<file path="src/rtl/hazard_ctrl_if.sv">
// Hazard controller signal bundle: decode/redirect/hold inputs and
// the stall, squash and forwarding controls back to the pipeline.
interface hazard_ctrl_if;
    logic [31:0] dec_inst;
    logic        ex_redirect;
    logic        ext_hold;
    logic        pc_hold;
    logic        e_bubble;
    logic [1:0]  fwd_a;
    logic [1:0]  fwd_b;
    logic        dfwd_a;
    logic        dfwd_b;
    logic        freeze;
    logic [15:0] bubble_cnt;

    modport master (
        output dec_inst, ex_redirect, ext_hold,
        input  pc_hold, e_bubble, fwd_a, fwd_b, dfwd_a, dfwd_b, freeze, bubble_cnt
    );

    modport slave (
        input  dec_inst, ex_redirect, ext_hold,
        output pc_hold, e_bubble, fwd_a, fwd_b, dfwd_a, dfwd_b, freeze, bubble_cnt
    );
endinterface

</file>
<file path="src/rtl/hazard_ctrl.sv">
// Hazard controller for the five-stage RV32I pipeline: tracks rd metadata
// for E/M/W, generates forwarding selects, load-use stalls, redirect
// squash bubbles and the external-wait freeze.
module hazard_ctrl #(
    parameter int unsigned FLUSH_CYCLES = 3
) (
    input  logic   clk,
    input  logic   rst,
    hazard_ctrl_if.slave bus
);
    typedef enum logic {
        ST_RUN   = 1'b0,
        ST_FLUSH = 1'b1
    } state_t;

    localparam logic [2:0] FLUSH_RELOAD = 3'(FLUSH_CYCLES - 1);

    state_t      state_q, state_d;
    logic [2:0]  cnt_q, cnt_d;
    logic [15:0] bubble_cnt_q;

    logic [4:0]  e_rd_q, e_rs1_q, e_rs2_q, m_rd_q, w_rd_q;
    logic        e_wen_q, e_load_q, e_use1_q, e_use2_q;
    logic        m_wen_q, m_load_q, w_wen_q;

    logic [6:0]  d_opc;
    logic [4:0]  d_rd, d_rs1, d_rs2;
    logic        d_use1, d_use2, d_wr, d_load, d_wen;
    logic        advance, load_use, squash;
    logic        unused_bits;

    assign d_opc = bus.dec_inst[6:0];
    assign d_rd  = bus.dec_inst[11:7];
    assign d_rs1 = bus.dec_inst[19:15];
    assign d_rs2 = bus.dec_inst[24:20];
    assign d_wen = d_wr && (d_rd != 5'd0);
    assign unused_bits = ^{bus.dec_inst[31:25], bus.dec_inst[14:12]};

    // Opcode classification of the instruction in D
    always_comb begin
        d_use1 = 1'b0;
        d_use2 = 1'b0;
        d_wr   = 1'b0;
        d_load = 1'b0;
        case (d_opc)
            7'b0110011: begin d_use1 = 1'b1; d_use2 = 1'b1; d_wr = 1'b1; end
            7'b0010011: begin d_use1 = 1'b1; d_wr = 1'b1; end
            7'b0000011: begin d_use1 = 1'b1; d_wr = 1'b1; d_load = 1'b1; end
            7'b0100011: begin d_use1 = 1'b1; d_use2 = 1'b1; end
            7'b1100011: begin d_use1 = 1'b1; d_use2 = 1'b1; end
            7'b1100111: begin d_use1 = 1'b1; d_wr = 1'b1; end
            7'b1101111,
            7'b0110111,
            7'b0010111: d_wr = 1'b1;
            default: ;
        endcase
    end

    // FSM next state plus stall/squash/forward outputs
    always_comb begin
        state_d      = state_q;
        cnt_d        = cnt_q;
        bus.pc_hold  = 1'b0;
        bus.e_bubble = 1'b0;
        bus.freeze   = bus.ext_hold;
        advance      = !bus.ext_hold;
        squash       = 1'b0;
        load_use     = (state_q == ST_RUN) && !bus.ex_redirect && e_load_q && e_wen_q &&
                       (((e_rd_q == d_rs1) && d_use1) || ((e_rd_q == d_rs2) && d_use2));

        if (advance) begin
            squash       = bus.ex_redirect || (state_q == ST_FLUSH);
            bus.e_bubble = squash || load_use;
            bus.pc_hold  = load_use;
            if (bus.ex_redirect) begin
                if (FLUSH_CYCLES > 1) begin
                    state_d = ST_FLUSH;
                    cnt_d   = FLUSH_RELOAD;
                end
            end else if (state_q == ST_FLUSH) begin
                if (cnt_q == 3'd1) begin
                    state_d = ST_RUN;
                    cnt_d   = '0;
                end else begin
                    cnt_d = cnt_q - 3'd1;
                end
            end
        end else begin
            bus.pc_hold = 1'b1;
        end

        if (m_wen_q && !m_load_q && (m_rd_q == e_rs1_q) && e_use1_q) bus.fwd_a = 2'b01;
        else if (w_wen_q && (w_rd_q == e_rs1_q))                     bus.fwd_a = 2'b10;
        else                                                          bus.fwd_a = 2'b00;

        if (m_wen_q && !m_load_q && (m_rd_q == e_rs2_q) && e_use2_q) bus.fwd_b = 2'b01;
        else if (w_wen_q && (w_rd_q == e_rs2_q))                     bus.fwd_b = 2'b10;
        else                                                          bus.fwd_b = 2'b00;

        bus.dfwd_a = w_wen_q && (w_rd_q == d_rs1) && d_use1 && !squash;
        bus.dfwd_b = w_wen_q && (w_rd_q == d_rs2) && d_use2 && !squash;
    end

    assign bus.bubble_cnt = bubble_cnt_q;

    // State, stage metadata and bubble counter; all hold while frozen
    always_ff @(posedge clk or negedge rst) begin
        if (!rst) begin
            state_q      <= ST_RUN;
            cnt_q        <= '0;
            bubble_cnt_q <= '0;
            e_rd_q <= '0; e_rs1_q <= '0; e_rs2_q <= '0;
            e_wen_q <= 1'b0; e_load_q <= 1'b0; e_use1_q <= 1'b0; e_use2_q <= 1'b0;
            m_rd_q <= '0; m_wen_q <= 1'b0; m_load_q <= 1'b0;
            w_rd_q <= '0; w_wen_q <= 1'b0;
        end else if (advance) begin
            state_q <= state_d;
            cnt_q   <= cnt_d;
            if (bus.e_bubble && (bubble_cnt_q != '1))
                bubble_cnt_q <= bubble_cnt_q + 16'd1;
            if (bus.e_bubble) begin
                e_rd_q <= '0; e_rs1_q <= '0; e_rs2_q <= '0;
                e_wen_q <= 1'b0; e_load_q <= 1'b0; e_use1_q <= 1'b0; e_use2_q <= 1'b0;
            end else begin
                e_rd_q   <= d_rd;
                e_rs1_q  <= d_rs1;
                e_rs2_q  <= d_rs2;
                e_wen_q  <= d_wen;
                e_load_q <= d_load;
                e_use1_q <= d_use1;
                e_use2_q <= d_use2;
            end
            m_rd_q   <= e_rd_q;
            m_wen_q  <= e_wen_q;
            m_load_q <= e_load_q;
            w_rd_q   <= m_rd_q;
            w_wen_q  <= m_wen_q;
        end
    end
endmodule

</file>
<file path="src/flat_wrapper.sv">
// flat-port wrapper written by rule: the top's interface ports become plain ports
module hazard_ctrl_flat 
#(
    parameter int unsigned FLUSH_CYCLES = 3
)
  (clk, rst, bus_dec_inst, bus_ex_redirect, bus_ext_hold, bus_pc_hold, bus_e_bubble, bus_fwd_a, bus_fwd_b, bus_dfwd_a, bus_dfwd_b, bus_freeze, bus_bubble_cnt);
  hazard_ctrl_if bus_i ();
  input  logic clk;
  input  logic rst;
  input wire logic [$bits(bus_i.dec_inst)-1:0] bus_dec_inst;
  input wire logic [$bits(bus_i.ex_redirect)-1:0] bus_ex_redirect;
  input wire logic [$bits(bus_i.ext_hold)-1:0] bus_ext_hold;
  output wire logic [$bits(bus_i.pc_hold)-1:0] bus_pc_hold;
  output wire logic [$bits(bus_i.e_bubble)-1:0] bus_e_bubble;
  output wire logic [$bits(bus_i.fwd_a)-1:0] bus_fwd_a;
  output wire logic [$bits(bus_i.fwd_b)-1:0] bus_fwd_b;
  output wire logic [$bits(bus_i.dfwd_a)-1:0] bus_dfwd_a;
  output wire logic [$bits(bus_i.dfwd_b)-1:0] bus_dfwd_b;
  output wire logic [$bits(bus_i.freeze)-1:0] bus_freeze;
  output wire logic [$bits(bus_i.bubble_cnt)-1:0] bus_bubble_cnt;
  assign bus_i.dec_inst = bus_dec_inst;
  assign bus_i.ex_redirect = bus_ex_redirect;
  assign bus_i.ext_hold = bus_ext_hold;
  assign bus_pc_hold = bus_i.pc_hold;
  assign bus_e_bubble = bus_i.e_bubble;
  assign bus_fwd_a = bus_i.fwd_a;
  assign bus_fwd_b = bus_i.fwd_b;
  assign bus_dfwd_a = bus_i.dfwd_a;
  assign bus_dfwd_b = bus_i.dfwd_b;
  assign bus_freeze = bus_i.freeze;
  assign bus_bubble_cnt = bus_i.bubble_cnt;
  hazard_ctrl #(.FLUSH_CYCLES(FLUSH_CYCLES)) u_core (.clk(clk), .rst(rst), .bus(bus_i));
endmodule
</file>
<file path="config.mk">
export PLATFORM = sky130hd
export DESIGN_NAME = hazard_ctrl_flat
export DESIGN_NICKNAME = d
export VERILOG_FILES = /design/src/rtl/hazard_ctrl_if.sv /design/src/rtl/hazard_ctrl.sv /design/src/flat_wrapper.sv
export SDC_FILE = /design/constraint.sdc
export NUM_CORES = 1
export LEC_CHECK = 0
export ABC_CLOCK_PERIOD_IN_PS = 4500
export BUFFER_PORTS_ARGS = -buffer_cell sky130_fd_sc_hd__buf_2
export CAP_MARGIN = 20
export CORE_AREA = 2 2 83 85
export CTS_BUF_LIST = sky130_fd_sc_hd__clkbuf_4 sky130_fd_sc_hd__clkbuf_8
export CTS_CLUSTER_SIZE = 40
export DETAILED_ROUTE_END_ITERATION = 8
export DIE_AREA = 0 0 85 87
export PLACE_DENSITY = 0.67
export SLEW_MARGIN = 25
export SYNTH_ARGS = -nofsm -noshare
export SYNTH_HDL_FRONTEND = slang
export SYNTH_SLANG_ARGS = --single-unit
</file>
<file path="constraint.sdc">
create_clock -name clk -period 4.5 [get_ports clk]
set_input_delay 0.9 -clock clk [delete_from_list [all_inputs] [get_ports clk]]
set_output_delay 0.9 -clock clk [all_outputs]
set_load 0.01 [all_outputs]
</file>
==> reports/results.tsv <==
metric	value	unit
GRT Overall Usage	17.10	%
die area	0.007395	mm2
H-tree depth	2	
Worst slew margin	48.12	%
final setup violating endpoints	0	
setup_tns	0	ps
Cells after Synth	297	
sequential area share after synthesis	45.06	%
clk_lat worst skew	320	ps
CP Max Fanout	35	
Port Buffers	50	
Hold Path Stages	1	
minimum clock period	3449	ps
vias in the first global route	2130	
Peak supply drop	0.0001517	V
Synth area leader	dfrtp_1	
status	finished, final reports clean	
Final Hold Vio Count	0	
Hold WC Path Type	reg -> reg	
FF-to-FF Start	u_core.e_rd_q[1]$_DFFE_PN0N_	
first-pass iteration count of the detailed router	4	
internal cell power	0.7702	mW
fin cells	420	
core region area	0.006569	mm2
TritonCTS Sinks	52	
FF/Latch Area	0.001301	mm2
Synth top area share	45.06	%
Worst Hold End	u_core.bus.bubble_cnt[15]$_DFFE_PN0P_	
synthesis-to-layout area growth	13.04	%
Clk pwr share	24.0	%
Die Wd	85	um
vias per cell	5.233	
critical path class	in -> out	
static leakage	1.568	nW
Final Cycle Share	76.63	%
Worst setup SP type	primary input	
DRC	0	
Worst Max-Slew Pin Slew	772.3	ps
clock transition at the registers of the reported paths	110	ps
CP cell instances	buf_2 -> nand2b_1 -> a2111o_1 -> nor2_1 -> o21ai_1 -> and2_1 -> buf_4 -> nor2_1 -> buf_2	
Setup crit end kind	primary output	
# hold bufs at CTS	0	
Post-synth top cells	dfrtp_1 (52), nand2_1 (45), xor2_1 (36)	
placed insts	412	
DRT Wirelength	6002	um
top cells by area, synth	dfrtp_1 (45%), xor2_1 (11%), nand2_1 (5.8%)	
pwr/cell area	354.4	mW/mm2
max incr delay on CP	480	ps
die extent in y	87	um
Slew Viols, Final	0	
TritonCTS buffer count	5	
nets	378	
Post-Route Skew	10.40	ps
dpl hpwl	4266	um
Row Count	30	
IO Count	61	
FF-to-FF setup slack	2100	ps
Critical-path top delay cell	a2111o_1	
RSZ-0062 raised after global routing	no	
ant diodes	0	
most common cell in the netlist	dfrtp_1	
f_max	290.0	MHz
CTS max path bufs	2	
initial DRC count	162	
synth unique cells	38	
Final ANT Viol Nets	0	
Avg WL per Cell	14.29	um
Worst Hold Launch	u_core.bus.bubble_cnt[15]$_DFFE_PN0P_	
Switch Pwr	0.3868	mW
first-pass GRT wire length	10170	um
layout cells sized above 1	24.12	%
Worst EP arrival	2550	ps
worst reg-to-reg path cell count	8	
Initial Utilization	43.96	%
CTS Root Cell	clkbuf_8	
initial antenna violation count	0	
# Post-CTS Setup Buffers	0	
CTS-repair resized insts	0	
area of the multi-input gates	0.001478	mm2
EDFF count, synth	0	
Seq cells post-synth	52	
Vias	2198	
Placer Congestion	0.8756	
top_reg_cell synth	dfrtp_1	
Comb pwr share	24.2	%
largest net degree at the start of global routing	74	
Req. time, crit path	3600	ps
sw frac	33.43	%
CTS tree	yes	
share of power burned in registers	51.8	%
synthesized area per cell	9.723	um2
Mapped Area	0.002888	mm2
Async S/R FF share, synth	100.0	%
Syn Nets	336	
total gr overflow	0	
Filler cells	605	
FF-to-FF End	u_core.bus.bubble_cnt[1]$_DFFE_PN0P_	
max cap viols	0	
total power	1.157	mW
yosys warns	0	
-- per-layer routing --
layer | vias up | track usage, % | share of wire, %
met5 | - | 0 | 0
met4 | 0 | 5.916 | 1.6
met3 | 7 | 3.033 | 5.5
met2 | 61 | 27.27 | 47
met1 | 1040 | 23.55 | 46
li1 | 1090 | - | -
-- cell type report --
type	instances	area share (%)
tap	80	3.066
inverter	6	0.6899
sequential	52	39.86
clock inverter	3	0.6516
clock buffer	5	2.108
timing repair buffer	53	8.356
multi-input combinational	221	45.27
-- how the worst max path moves through the flow --
stage,startpoint,endpoint,slack (ps),cells after the start
3_5_place_dp,bus_dec_inst[4],bus_e_bubble,1060,9
5_1_grt,bus_dec_inst[4],bus_e_bubble,900,9
6_report,bus_dec_inst[4],bus_e_bubble,1050,9
3_3_place_gp,bus_dec_inst[4],bus_e_bubble,1090,9
4_1_cts,bus_dec_inst[4],bus_e_bubble,1050,9
2_1_floorplan,bus_dec_inst[4],bus_e_bubble,1310,8
-- power by group through the flow --
stage / clock, mW / combinational (mW) / sequential, mW
after global placement: 0 / 0.276 / 0.607
after CTS: 0.284 / 0.285 / 0.600
after detailed placement: 0 / 0.283 / 0.608
after global routing: 0.296 / 0.317 / 0.614
final: 0.278 / 0.280 / 0.599
after floorplan: 0 / 0.182 / 0.607
-- worst max-delay path: cells and delay by family --
kind	cells	cell delay, ps
simple gates	4	550
compound gates	2	570
buf+inv	3	510
-- cell usage in the layout, fill, tap and decap left out, drive strengths merged, types with 7 or more instances in the layout --
cell type | synthesis | layout
buf | 5 | 53
dfrtp | 52 | 52
nand2 | 45 | 45
xor2 | 36 | 36
o21ai | 20 | 20
nor2 | 19 | 19
xnor2 | 19 | 19
nand3 | 15 | 15
mux2 | 14 | 14
nor4 | 14 | 14
inv | 6 | 7
-- state kept, by name (all words and copies together), names as in the netlist --
signal,cells
u_core.e_rs2_q,5
u_core.e_load_q,1
u_core.m_wen_q,1
u_core.state_q,1
u_core.e_use2_q,1
u_core.w_wen_q,1
u_core.e_rd_q,5
u_core.m_rd_q,5
u_core.e_wen_q,1
u_core.bus.bubble_cnt,16
u_core.w_rd_q,5
u_core.e_use1_q,1
u_core.m_load_q,1
u_core.cnt_q,3
u_core.e_rs1_q,5
-- logic make-up after synthesis --
kind of cell / Yosys count / synth area share [%]
AO/OA/AOI/OAI: 31 / 6.629
adder cells (fa/ha/maj): 3 / 1.300
multiplexers: 14 / 5.589
XOR/XNOR: 55 / 16.68
buffers and inverters: 24 / 3.770
flip-flops: 52 / 45.06
AND/OR/NAND/NOR: 118 / 20.97
-- through the flow --
step	worst slack [ps]	hold WS (ps)	util [%]	cell area [um2]
after floorplan	1315	470.4	-	2888
after global placement	1086	476.3	48.32	3174
after detailed placement	1062	478.7	48.32	3174
after CTS	1050	498.9	49.70	3264
after global routing	897.3	531.8	49.70	3264
final	1052	495.6	49.70	3264
Note: power is estimated with default switching activity, not from simulation.
